==> src/rtl/uart_rx_mode1.sv <==
// 8051 mode-1 UART receiver: 16x oversampling,
// 7/8/9 majority vote, SBUF/RB8/RI load logic.
module uart_rx_mode1 #(
  parameter int unsigned DIV = 78
) (
  input  logic       CLK,
  input  logic       reset,
  input  logic       rxd,
  input  logic       ren,
  input  logic       sm2,
  input  logic       ri_clr,
  output logic [7:0] sbuf,
  output logic       rb8,
  output logic       ri,
  output logic       frame_err,
  output logic       overrun,
  output logic       busy
);

  typedef enum logic [2:0] {
    IDLE,
    START,
    DATA,
    STOP,
    DONE
  } state_t;

  localparam logic [7:0] DLAST = 8'(DIV - 1);

  state_t     state, state_nx;
  logic       s1, rxs, rxs_d;
  logic       fall, start_det;
  logic [7:0] div_cnt;
  logic       tick;
  logic [3:0] smp;
  logic [1:0] vote;
  logic       maj;
  logic       at9, at15;
  logic [2:0] bitcnt;
  logic [7:0] shreg;
  logic       shift_en, bit_inc, eval;
  logic       load;

  assign fall      = rxs_d & ~rxs;
  assign start_det = (state == IDLE) & ren & fall;
  assign tick      = (div_cnt == DLAST);
  assign at9       = tick & (smp == 4'd9);
  assign at15      = tick & (smp == 4'd15);
  assign maj       = (vote[0] & vote[1]) |
                     (vote[0] & rxs) |
                     (vote[1] & rxs);
  assign load      = eval & ~ri & (~sm2 | maj);
  assign busy      = (state != IDLE);

  // two-flop synchronizer plus delayed copy for edge detect
  always_ff @(posedge CLK or posedge reset) begin
    if (reset) begin
      s1    <= 1'b1;
      rxs   <= 1'b1;
      rxs_d <= 1'b1;
    end else begin
      s1    <= rxd;
      rxs   <= s1;
      rxs_d <= rxs;
    end
  end

  // oversample divider, realigned to the start edge
  always_ff @(posedge CLK or posedge reset) begin
    if (reset) begin
      div_cnt <= '0;
    end else if (start_det || tick) begin
      div_cnt <= '0;
    end else begin
      div_cnt <= div_cnt + 8'd1;
    end
  end

  // sample index within the current bit
  always_ff @(posedge CLK or posedge reset) begin
    if (reset) begin
      smp <= '0;
    end else if (start_det) begin
      smp <= '0;
    end else if (tick) begin
      smp <= smp + 4'd1;
    end
  end

  // capture samples 7 and 8; sample 9 is taken live
  always_ff @(posedge CLK or posedge reset) begin
    if (reset) begin
      vote <= '0;
    end else if (tick && smp == 4'd7) begin
      vote[0] <= rxs;
    end else if (tick && smp == 4'd8) begin
      vote[1] <= rxs;
    end
  end

  // data bit counter and LSB-first shift register
  always_ff @(posedge CLK or posedge reset) begin
    if (reset) begin
      bitcnt <= '0;
      shreg  <= '0;
    end else begin
      if (start_det) begin
        bitcnt <= '0;
      end else if (bit_inc) begin
        bitcnt <= bitcnt + 3'd1;
      end
      if (shift_en) begin
        shreg <= {maj, shreg[7:1]};
      end
    end
  end

  // FSM state register
  always_ff @(posedge CLK or posedge reset) begin
    if (reset) begin
      state <= IDLE;
    end else begin
      state <= state_nx;
    end
  end

  // next-state and per-sample control strobes
  always_comb begin
    state_nx = state;
    shift_en = 1'b0;
    bit_inc  = 1'b0;
    eval     = 1'b0;
    unique case (state)
      IDLE: begin
        if (start_det) begin
          state_nx = START;
        end
      end
      START: begin
        if (at9 && maj) begin
          state_nx = IDLE;
        end else if (at15) begin
          state_nx = DATA;
        end
      end
      DATA: begin
        if (at9) begin
          shift_en = 1'b1;
        end
        if (at15) begin
          bit_inc = 1'b1;
          if (bitcnt == 3'd7) begin
            state_nx = STOP;
          end
        end
      end
      STOP: begin
        if (at9) begin
          eval     = 1'b1;
          state_nx = DONE;
        end
      end
      DONE: begin
        state_nx = IDLE;
      end
      default: begin
        state_nx = IDLE;
      end
    endcase
  end

  // SBUF/RB8 load; set of a flag wins over software clear
  always_ff @(posedge CLK or posedge reset) begin
    if (reset) begin
      sbuf      <= '0;
      rb8       <= 1'b0;
      ri        <= 1'b0;
      frame_err <= 1'b0;
      overrun   <= 1'b0;
    end else begin
      if (load) begin
        sbuf <= shreg;
        rb8  <= maj;
      end
      if (load) begin
        ri <= 1'b1;
      end else if (ri_clr) begin
        ri <= 1'b0;
      end
      if (eval && !maj) begin
        frame_err <= 1'b1;
      end else if (ri_clr) begin
        frame_err <= 1'b0;
      end
      if (eval && ri) begin
        overrun <= 1'b1;
      end else if (ri_clr) begin
        overrun <= 1'b0;
      end
    end
  end

endmodule

==> config.mk <==
export PLATFORM = sky130hd
export DESIGN_NAME = uart_rx_mode1
export DESIGN_NICKNAME = d
export VERILOG_FILES = /design/src/rtl/uart_rx_mode1.sv
export SDC_FILE = /design/constraint.sdc
export NUM_CORES = 1
export LEC_CHECK = 0
export BUFFER_PORTS_ARGS = -buffer_cell sky130_fd_sc_hd__clkbuf_2
export CORE_ASPECT_RATIO = 1.75
export CORE_MARGIN = 8
export CORE_UTILIZATION = 30
export DETAILED_ROUTE_END_ITERATION = 7
export SYNTH_ARGS = -nofsm -noshare
export SYNTH_HDL_FRONTEND = slang
export SYNTH_SLANG_ARGS = --single-unit
==> constraint.sdc <==
create_clock -name CLK -period 1.82 [get_ports CLK]
set_input_delay 0.364 -clock CLK [delete_from_list [all_inputs] [get_ports CLK]]
set_output_delay 0.364 -clock CLK [all_outputs]
set_load 0.03 [all_outputs]
* After elaboration in Yosys (flattened, before gate mapping) *
Index checks and enable logic that the tools add are counted.
Widths: inputs -> output; s select.

operators by class
  reduce and logical (&&, ||, !) cells = 16
  shift operators = 0
  divide/modulo/power cells = 0
  multiplexer cells = 21
  add/sub/neg operators = 3
  bitwise operators = 17
  equality and inequality tests = 14
  order comparisons = 0
  multipliers = 0

operator list
  operator             count
  $mux 3               8
  $eq 4x4->1 const B   3
  $pmux 3 s4           1
  $and 1x1->1          10
  $reduce_bool 2->1    5
  $mux 1               9
  $add 8x1->8 const B  1
  $eq 8x7->1 const B   1
  $mux 4               2
  $mux 8               1
  $ne 2x2->1 const B   4
  $eq 3x2->1 const B   2
  $logic_and 1x1->1    5
  $reduce_and 5->1     1
  $add 4x1->4 const B  1
  $eq 4x3->1 const B   1
  $not 1->1            4
  $add 3x1->3 const B  1
  $eq 3x1->1 const B   1
  $eq 3x3->1 const B   1
  $logic_not 3->1      1
  $ne 3x3->1 const B   1
  $or 1x1->1           3
  $reduce_bool 3->1    1
  3 further kinds      3

word-level totals
  memory bits (read-only) = 0
  latch bits = 0
  output and inout port bits = 13
  input port bits = 6
  memories kept = 0
  logic and storage cells = 86
  flip-flop bits (word level) = 43
  bits in writable memories = 0

* Logic depth before layout (Yosys ltp) *
Gate-level depths: netlist of run 1.

  depth in word-level cells = 7
  depth in mapped cells = 8
  mapped depth without buffers = 6

* Worst setup path before layout of run 1 *
OpenSTA, ideal clock, no wires.

  path kind = register -> register
  start point = reg div_cnt[1]
  end point = reg sbuf[0]
  stages on the path, launching flop included = 8
  arrival time = 1.827 ns
  library setup time = 0.125 ns
  period minus slack after synthesis = 1.952 ns
  path buffers = 1
  setup slack = -0.132 ns
  required time = 1.695 ns
  path through = dfrtp_1 -> inv_1 -> ha_1 -> and4_1 -> buf_2 -> nand4_4 -> a211oi_4 -> mux2_2

on the way
  cells in the longest elaborated chain, start to end = 6

ends and longest elaborated chain
  element                    line  RTL
  from (decl)                33    logic [7:0] div_cnt;
  from (signal assigned)     75    div_cnt <= div_cnt + 8'd1;
  $eq 8x7->1                 46    assign tick = (div_cnt == DLAST);
  $and 1x1->1                47    assign at9 = tick & (smp == 4'd9);
  $mux 1                     158   if (at9) begin
  $mux 1                     133   unique case (state)
  $and 1x1->1 (2 in series)  52    assign load = eval & ~ri & (~sm2 | maj);
  to (signal assigned)       182   sbuf <= shreg;
  to (decl)                  12    output logic [7:0] sbuf,

No other way between the ends.
A chain may end at the register's enable or synchronous reset.

* Worst setup path in the final report of run 1 *
  start point = reg smp[1]
  end point = reg sbuf[4]

on the way
  cells in the longest elaborated chain, start to end = 6

ends and longest elaborated chain
  element                    line  RTL
  from (decl)                35    logic [3:0] smp;
  from (signal assigned)     86    smp <= smp + 4'd1;
  $eq 4x4->1                 47
  $and 1x1->1                47
  $mux 1                     158
  $mux 1                     133
  $and 1x1->1 (2 in series)  52

No other way between the ends.

==> out/summary.txt, run 1 <==
sequential share of the synthesized area - 54.9%
Clock Skew - 0.00382 ns
Req. time, crit path - 1.99 ns
total CTS buffers - 5
register bit total from synthesis - 43
CP Launch Type - flip-flop
Fill cells - 648
Rows - 39
simple-gate share of the synthesized area - 17.0%
via count - 1382
DRC Markers - 0
Post-Syn Nets - 173
Routed WL per cell - 14.3 um
fin area - 0.00261 mm2
Hold Slack - 0.159 ns
synth top area cells - dfrtp_1 51%, mux2_2 9.7%, ha_1 4.5%
setup TNS - 0 ns
ANT cells - 0
Adder-Cell Fraction of Synth Area - 4.96%
kind of critical path - flip-flop to flip-flop
RePlAce Congestion - 0.852
Die Height - 123 um
Post-synth EDFFs - 0
Core Region - 0.00644 mm2
layout cell share with drive strength beyond 1 - 40.8%
WP data arrival - 1.98 ns
initial antenna violation count - 0
Synth Area in XOR/XNOR - 4.45%
CP Max Fanout - 9
RSZ-0062 raised after global routing - yes
Pwr Total - 3.04 mW
Syn Area/Cell - 12.3 um2
FF+latch area - 0.00108 mm2
count leader, synth - dfrtp_1
final hold violation count - 0
largest net degree at the start of global routing - 44
Hold-fix buffers, CTS - 0
Worst Slack Setup Final - 0.00684 ns
TritonRoute pass-1 iters - 4
largest buffer count on any clock path - 2
Fmax - 0.552 GHz
Worst Max-Slew Pin Slew - 0.551 ns
Worst Hold Class - input pin to flip-flop
Leakage - 1.24 nW
Root Buffer - clkbuf_16
footprint of the multi-input gates - 890 um2
# setup viols final - 0
multiplexer share of the synthesized area - 10.8%
vias in the first global route - 1494
worst vdd ir - 632 uV
clk_lat worst skew - 0.28 ns
CTS tree - yes
placed instance count - 283
share of the synthesized area in the top cell type - 50.9%
largest area contributor in the netlist - dfrtp_1
main combinational cell family by area after synthesis - simple AND/OR/NAND/NOR gates
initial core utilization - 30.5%
first-pass GRT wire length - 7.18 mm
Tcrit/Tclk final - 99.6%
CTS H-tree lvls - 2
DRT iter0 DRCs - 95
Worst slew margin - 63.3%
post-synth cell types - 40
Area Growth Syn to Fin - 32.5%
Post-synth top cells - 40 x dfrtp_1, 17 x mux2_2, 17 x nor2_1
Final Max Slew Viols - 0
Power Density - 1170 mW/mm2
Yosys warning total - 0
Setup crit end kind - flip-flop
dpl hpwl - 3.06 mm
status - finished, final reports clean
ANT nets after route - 0
Max Cap Viol - 0
Overflow after GRT - 0
Sink Count - 43
top_reg_cell synth - dfrtp_1
total global-route track usage - 9.65%
Place WS - -0.0821 ns
Final Non-Filler Cells - 293
Post-synth ARST share - 100%
die footprint - 0.00951 mm2
I/O pin count - 19
IO Port Bufs - 18
Core Util, Final - 40.5%
Placed Area - 0.00235 mm2
Post-Synthesis Cell Area - 0.00197 mm2
Post-Synthesis Cells - 160
WL final - 4.18 mm
Synth Area in Compound Gates - 5.98%
Via-to-Cell Ratio - 4.72
chip width - 77.2 um
fin nets - 223
min Tclk post-route - 1.81 ns
clock-pin slew on the worst setup and hold paths - 0.06 ns
## cell usage in the layout (no fill, tap or decap), types with 2 or more instances in the layout
cell,n
dfrtp_1,40
buf_4,27
nor2_1,17
clkbuf_2,17
mux2_2,15
nand3_1,8
ha_1,7
inv_1,6
xor2_1,6
clkbuf_16,5
xnor2_1,4
nand2_1,4
nor2b_1,3
nand4_1,3
and3_1,3
dfstp_2,3
o21ai_0,2
and2_1,2
and4_1,2
mux2i_1,2
o22ai_1,2
o31ai_1,2
mux2_4,2
bufinv_16,2
## logic make-up (layout without fill, tap and decap cells)
logic type      Yosys count  in the layout
flops                    43             43
fa+ha+maj                 8              8
xor+xnor                 10             10
mux                      19             19
compound gates           15             15
buf+inv                  10             61
simple gates             55             55
## worst paths after layout
check                      startpoint      end  slack, ns  cells after the start
max in group asynchronous       reset   smp[2]       1.24                      3
max                            smp[1]  sbuf[4]      0.007                      7
min reg2reg                        s1      rxs       0.36                      0
min                               rxd       s1       0.16                      1
min in group asynchronous       reset  sbuf[4]       0.19                      3
max reg2reg                    smp[1]  sbuf[4]      0.007                      7
## per-layer routing
| metal | track usage (%) | wire length, um |
|---|---|---|
| met1 | 9.68 | 1580 |
| met4 | 6.89 | 148 |
| met5 | 0 | 0 |
| met3 | 2.33 | 132 |
| met2 | 17.2 | 2310 |
## registers in the layout, summed over array words and instances, names as in the netlist, 2 cells and up
register  flops
shreg         8
bitcnt        3
vote          2
div_cnt       8
smp           4
state         3
sbuf          8
## critical path: stages (launching register included)
cell      delay (ns)
dfrtp_1         0.39
inv_2           0.06
ha_1            0.14
and4bb_2        0.28
nand4_4         0.12
a211oi_4        0.22
buf_12          0.16
mux2_2          0.33
## power breakdown
part	switching [mW]	internal, mW
registers	0.0849	1.09
logic	0.372	0.362
clock network	0.352	0.786
## area by class of cell
class | count | share of cell area [%]
repair buffers | 46 | 12.2
well taps | 82 | 3.94
flip-flops and latches | 43 | 41.4
multi-input cells | 107 | 34.1
clock inverters | 2 | 2.30
clock buffers | 6 | 4.94
inverters | 7 | 1.01
## repair_timing
item | 4_1_cts | 5_1_grt
hold endpoints to repair | 0 | 0
pin swaps | 1 | 1
buffers inserted | 2 | 0
resized for setup | 8 | 7
setup endpoints to repair | 13 | 13
Note: power is estimated with default switching activity, not from simulation.
==> inputs of run 2 (changes only) <==
--- a/config.mk
+++ b/config.mk
@@ -6,10 +6,14 @@
 export NUM_CORES = 1
 export LEC_CHECK = 0
 export BUFFER_PORTS_ARGS = -buffer_cell sky130_fd_sc_hd__clkbuf_2
+export CELL_PAD_IN_SITES_DETAIL_PLACEMENT = 0
+export CELL_PAD_IN_SITES_GLOBAL_PLACEMENT = 1
 export CORE_ASPECT_RATIO = 1.75
 export CORE_MARGIN = 8
 export CORE_UTILIZATION = 30
 export DETAILED_ROUTE_END_ITERATION = 7
+export PLACE_DENSITY_LB_ADDON = 0.1
+export RECOVER_POWER = 25
 export SYNTH_ARGS = -nofsm -noshare
 export SYNTH_HDL_FRONTEND = slang
 export SYNTH_SLANG_ARGS = --single-unit
==> run 2 against run 1 <==
  * The flow now finishes with violations (negative setup slack)
  * Combinational power decreased by 9.4%
  * Final cell count down 0.34%
  * Sequential share of layout area increased by 1.0 points
  * Register-to-register slack got worse by 0.05 ns
  * Sequential cell count unchanged
  * Hold slack improved by 0.012 ns
  * Final area fell by 2.4%
  * Sequential power is essentially flat
  * Setup slack got worse by 0.048 ns
  * Largest power group unchanged
==> out/summary.txt, run 2 (synthesized netlist as in run 1, its figures left out) <==
status - complete, but fails checks
failing checks - negative setup slack
Placed Area - 0.00235 mm2 (unchanged)
Pwr Total - 2.86 mW (-6.2%)
final hold violation count - 0 (unchanged)
ANT nets after route - 0 (unchanged)
# setup viols final - 8 (+8)
Hold-fix buffers, CTS - 0 (unchanged)
Clock Skew - 0.00441 ns (+0.000587 ns)
Core Util, Final - 39.5% (-0.95 points)
worst vdd ir - 703 uV (+11%)
layout cell share with drive strength beyond 1 - 38.1% (-2.7 points)
Final Max Slew Viols - 0 (unchanged)
clk_lat worst skew - 0.28 ns (about the same)
DRC Markers - 0 (unchanged)
most common cell after layout, fill and taps aside - dfrtp_1
CP Max Fanout - 9 (unchanged)
Routed WL per cell - 14.6 um (+2.7%)
Worst Max-Slew Pin Slew - 1.07 ns (+0.518 ns)
ANT cells - 0 (unchanged)
fin area - 0.00254 mm2 (-2.4%)
initial core utilization - 30.5% (unchanged)
die footprint - 0.00951 mm2 (unchanged)
Worst Slack Setup Final - -0.0413 ns (-0.0482 ns)
I/O pin count - 19 (unchanged)
setup TNS - -0.271 ns (-0.271 ns)
largest net degree at the start of global routing - 44 (unchanged)
RePlAce Congestion - 0.759 (-11%)
Rows - 39 (unchanged)
Fmax - 0.537 GHz (-2.6%)
min Tclk post-route - 1.86 ns (+0.0482 ns)
vias in the first global route - 1485 (-0.60%)
TritonRoute pass-1 iters - 3 (-1)
Setup crit end kind - flip-flop
Req. time, crit path - 1.99 ns (about the same)
Max Cap Viol - 0 (unchanged)
Via-to-Cell Ratio - 4.64 (-1.6%)
DRT iter0 DRCs - 21 (-78%)
Top Registers - div_cnt: 8 flops, sbuf: 8 flops, shreg: 8 flops
clock-pin slew on the worst setup and hold paths - 0.06 ns (about the same)
Worst slew margin - 28.7% (-35 points)
IO Port Bufs - 18 (unchanged)
largest buffer count on any clock path - 2 (unchanged)
Place WS - -0.0860 ns (-0.00392 ns)
total CTS buffers - 5 (unchanged)
RSZ-0062 raised after global routing - yes
via count - 1355 (-2.0%)
CTS H-tree lvls - 2 (unchanged)
WP data arrival - 2.03 ns (+0.05 ns)
Area Growth Syn to Fin - 29.4%
Root Buffer - clkbuf_16
Core Region - 0.00644 mm2 (unchanged)
total global-route track usage - 9.77% (+0.12 points)
chip width - 77.2 um (unchanged)
Die Height - 123 um (unchanged)
Overflow after GRT - 0 (unchanged)
Power Density - 1120 mW/mm2 (-3.9%)
Leakage - 1.22 nW (-1.7%)
dpl hpwl - 3.26 mm (+6.6%)
commonest non-fill, non-tap cells in the layout - 40 x dfrtp_1, 26 x buf_4, 18 x clkbuf_2, 17 x mux2_2, 17 x nor2_1
Sink Count - 43 (unchanged)
CP Launch Type - flip-flop
fin nets - 222 (-0.45%)
Worst Hold Class - input pin to flip-flop
initial antenna violation count - 0 (unchanged)
WL final - 4.27 mm (+2.3%)
CTS tree - yes
Tcrit/Tclk final - 102% (+2.6 points)
first-pass GRT wire length - 7.15 mm (-0.39%)
kind of critical path - flip-flop to flip-flop
[run 2: area by class of cell]
cell class	instances	area, um2
Clock buffer	5	125
Fill cell	647	3900
Clock inverter	3	43.8
Tap cell	82	103
Inverter	7	26.3
Sequential cell	43	1080
Multi-Input combinational cell	107	862
Timing Repair Buffer	45	305
[run 2: where the power goes]
group	internal [mW]	total (mW)	leakage (nW)	switching [mW]
registers	1.09	1.18	0.564	0.0986
clock network	0.646	1.01	0.0838	0.361
logic	0.328	0.665	0.574	0.336
[run 2: layer usage]
metal / global-route usage (%) / share of wire, % / vias to the layer above
met5: 0 / 0 / -
met4: 4.99 / 2.1 / 0
met3: 2.69 / 2.1 / 7
met2: 18.1 / 57 / 17
met1: 9.77 / 39 / 662
li1: - / - / 669
[run 2: critical path: stages (launching register included)]
cell	delay, ns
dfrtp_1	0.39
inv_1	0.08
ha_1	0.16
and4bb_2	0.28
nand4_4	0.12
a211oi_4	0.23
buf_12	0.16
mux2_2	0.33
[run 2: repair_timing]
item / CTS / global route
setup endpoints to repair: 9 / 15
gates resized for setup: 1 / 5
endpoints found under the hold margin: 0 / 0
buffers inserted: 1 / 0
cloned: 0 / 0
[run 2: final timing paths]
kind	startpoint	end	slack (ns)	cells after the start
setup reg to reg	smp[1]	sbuf[7]	-0.04	7
hold reg to reg	s1	rxs	0.36	0
hold / removal	rxd	s1	0.17	1
setup / recovery	smp[1]	sbuf[7]	-0.04	7
min in group asynchronous	reset	shreg[2]	0.39	3
max in group asynchronous	reset	shreg[6]	0.78	3
[run 2: stage by stage]
stage / cells / hold slack [ns]
global route: 292 / 0.157
finish: 292 / 0.171
detailed placement: 283 / 0.349
CTS: 292 / 0.161
global placement: 283 / 0.346
floorplan: 160 / 0.345
==> inputs of run 3 (changes only) <==
--- a/config.mk
+++ b/config.mk
@@ -12,7 +12,7 @@
 export CORE_MARGIN = 8
 export CORE_UTILIZATION = 30
 export DETAILED_ROUTE_END_ITERATION = 7
-export PLACE_DENSITY_LB_ADDON = 0.1
+export PLACE_DENSITY = 0.6
 export RECOVER_POWER = 25
 export SYNTH_ARGS = -nofsm -noshare
 export SYNTH_HDL_FRONTEND = slang
==> run 3 against run 2 <==
  * The flow still finishes with violations (negative setup slack)
  * Critical path depth stayed put
  * Utilization is 1.2 points lower
  * Combinational power is 9.0% lower
  * Sequential cell count stayed put
  * Clock skew is 0.00076 ns higher
  * Non-clock buffer count is 8 lower
  * Clock-buffer cell count is 1 higher
  * Final cell count is 2.7% lower
  * Total power is 6.5% lower
  * Largest power group unchanged
==> out/summary.txt, run 3 (synthesized netlist as in run 1, its figures left out) <==
kind of critical path - flip-flop to flip-flop
Final Max Slew Viols - 0 (unchanged)
Max stage delay on crit path - 0.38 ns (about the same)
IO Port Bufs - 18 (unchanged)
Overflow after GRT - 0 (unchanged)
Area Growth Syn to Fin - 25.4%
vias in the first global route - 1425 (-4.0%)
Clock Skew - 0.00517 ns (+0.000764 ns)
Psw - 0.788 mW (-0.96%)
initial core utilization - 30.5% (unchanged)
Fmax - 0.540 GHz (+0.53%)
delay-heaviest family, CP - simple AND/OR/NAND/NOR gates
clk_lat worst skew - 0.29 ns (about the same)
min Tclk post-route - 1.85 ns (-0.00982 ns)
die footprint - 0.00951 mm2 (unchanged)
total global-route track usage - 9.44% (-0.33 points)
via count - 1343 (-0.89%)
chip width - 77.2 um (unchanged)
Core Util, Final - 38.3% (-1.2 points)
Setup crit end kind - flip-flop
Req. time, crit path - 1.99 ns (about the same)
fin nets - 214 (-3.6%)
Rows - 39 (unchanged)
setup TNS - -0.172 ns (+0.0990 ns)
# setup viols final - 8 (unchanged)
proportion of power drawn by the clock network - 32.6% (-2.7 points)
Metal-1 WL - 1.60 mm (-3.3%)
Sink Count - 43 (unchanged)
ANT nets after route - 0 (unchanged)
Leakage - 1.17 nW (-4.4%)
Logic pwr share - 22.6% (-0.7 points)
largest net degree at the start of global routing - 44 (unchanged)
Hold-fix buffers, CTS - 0 (unchanged)
Worst Path Buf+Inv - 2 (unchanged)
most common cell after layout, fill and taps aside - dfrtp_1
failing checks - negative setup slack
Cell Int Power - 1.88 mW (-8.6%)
CP Launch Type - flip-flop
max layer used - met4
DRT iter0 DRCs - 71 (+240%)
TritonRoute pass-1 iters - 4 (+1)
worst vdd ir - 733 uV (+4.3%)
Worst Slack Setup Final - -0.0315 ns (+0.00982 ns)
routed wl met3 - 158 um (+78%)
Tcrit/Tclk final - 102% (-0.54 points)
DRC Markers - 0 (unchanged)
ANT cells - 0 (unchanged)
CTS tree - yes
switching share of power - 29.5% (+1.6 points)
initial antenna violation count - 0 (unchanged)
Via-to-Cell Ratio - 4.73 (+1.9%)
sequential power share - 44.8% (+3.3 points)
first-pass GRT wire length - 6.96 mm (-2.7%)
RSZ-0062 raised after global routing - yes
clock-pin slew on the worst setup and hold paths - 0.06 ns (about the same)
I/O pin count - 19 (unchanged)
Worst Reg-to-Reg Cells - 7 (unchanged)
largest buffer count on any clock path - 2 (unchanged)
dpl hpwl - 2.96 mm (-9.3%)
worst path cell trace - inv_1 -> ha_1 -> and4bb_2 -> nand4_4 -> a211oi_4 -> buf_12 -> mux2_2
Worst Hold Class - input pin to flip-flop
WL final - 4.01 mm (-6.2%)
Die Height - 123 um (unchanged)
Final Non-Filler Cells - 284 (-2.7%)
Power Density - 1080 mW/mm2 (-3.5%)
layout cell share with drive strength beyond 1 - 36.1% (-2.0 points)
total CTS buffers - 5 (unchanged)
Root Buffer - clkbuf_16
CP Max Fanout - 9 (unchanged)
CTS H-tree lvls - 2 (unchanged)
status - complete, but fails checks
Worst Hold Depth - 1 (unchanged)
RePlAce Congestion - 0.855 (+13%)
placed instance count - 276 (-2.5%)
commonest non-fill, non-tap cells in the layout - 40 x dfrtp_1, 18 x clkbuf_2, 17 x mux2_2, 17 x nor2_1, 17 x buf_4
CP max-delay cell - dfrtp_1
critical path depth - 7 (unchanged)
Core Region - 0.00644 mm2 (unchanged)
Met2 Wirelength - 2.15 mm (-12%)
Top Registers - div_cnt: 8 flops, sbuf: 8 flops, shreg: 8 flops
Worst slew margin - 29.6% (+0.88 points)
WP data arrival - 2.02 ns (about the same)
Worst Max-Slew Pin Slew - 1.06 ns (-0.0132 ns)
Pwr Total - 2.67 mW (-6.5%)
Routed WL per cell - 14.1 um (-3.6%)
post-CTS setup buffers - 0 (-1)
final hold violation count - 0 (unchanged)
Max Cap Viol - 0 (unchanged)
## run 3: cell types whose count changed in the layout (fill, tap and decap cells not counted), sizes merged
cell,change
bufinv,-1
buf,-9
clkinvlp,+1
clkinv,-1
clkbuf,+2
## run 3: worst reg2reg max path, cell delays in order, from the launching register on
cell and delay, ns:
dfrtp_1 0.38, inv_1 0.08, ha_1 0.15, and4bb_2 0.28, nand4_4 0.12, a211oi_4 0.22, buf_12 0.16, mux2_2 0.34
## run 3: power by group through the flow
stage | clock [mW] | combinational (mW) | sequential [mW]
after floorplan | 0 | 0.336 | 1.22
after global placement | 0 | 0.564 | 1.20
after detailed placement | 0 | 0.596 | 1.21
after CTS | 0.902 | 0.613 | 1.19
after global routing | 0.955 | 0.699 | 1.21
final | 0.870 | 0.605 | 1.20
## run 3: area by class of cell
type                    instances  area (um2)
well taps                      82         103
inverters                       7        26.3
flip-flops and latches         43        1080
repair buffers                 37         251
clock inverters                 2        12.5
clock buffers                   6         129
fillers                       655        3980
multi-input cells             107         865
## run 3: timing repair
item / in CTS / in global routing
setup endpoints to repair: 11 / 21
pin swaps: 0 / 0
gates resized for setup: 4 / 3
## run 3: worst paths after layout
path | startpoint | end | slack [ns]
setup / recovery | smp[1] | sbuf[0] | -0.03
hold / removal | rxd | s1 | 0.16
setup reg to reg | smp[1] | sbuf[0] | -0.03
hold reg to reg | s1 | rxs | 0.36
max in group asynchronous | reset | smp[2] | 0.79
min in group asynchronous | reset | overrun | 0.39
## run 3: stage by stage
stage / hold WS [ns] / area, um2 / setup WS [ns]
2_1_floorplan: 0.345 / 1970 / -0.0399
3_3_place_gp: 0.346 / 2300 / 0.0171
3_5_place_dp: 0.348 / 2300 / -0.0448
4_1_cts: 0.148 / 2460 / -0.0606
5_1_grt: 0.142 / 2470 / -0.115
6_report: 0.156 / 2470 / -0.0315
## run 3: metal layers
layer	up-vias	track usage (%)
li1	647	-
met1	666	9.82
met2	24	16.0
met3	6	2.98
met4	0	6.41
met5	-	0
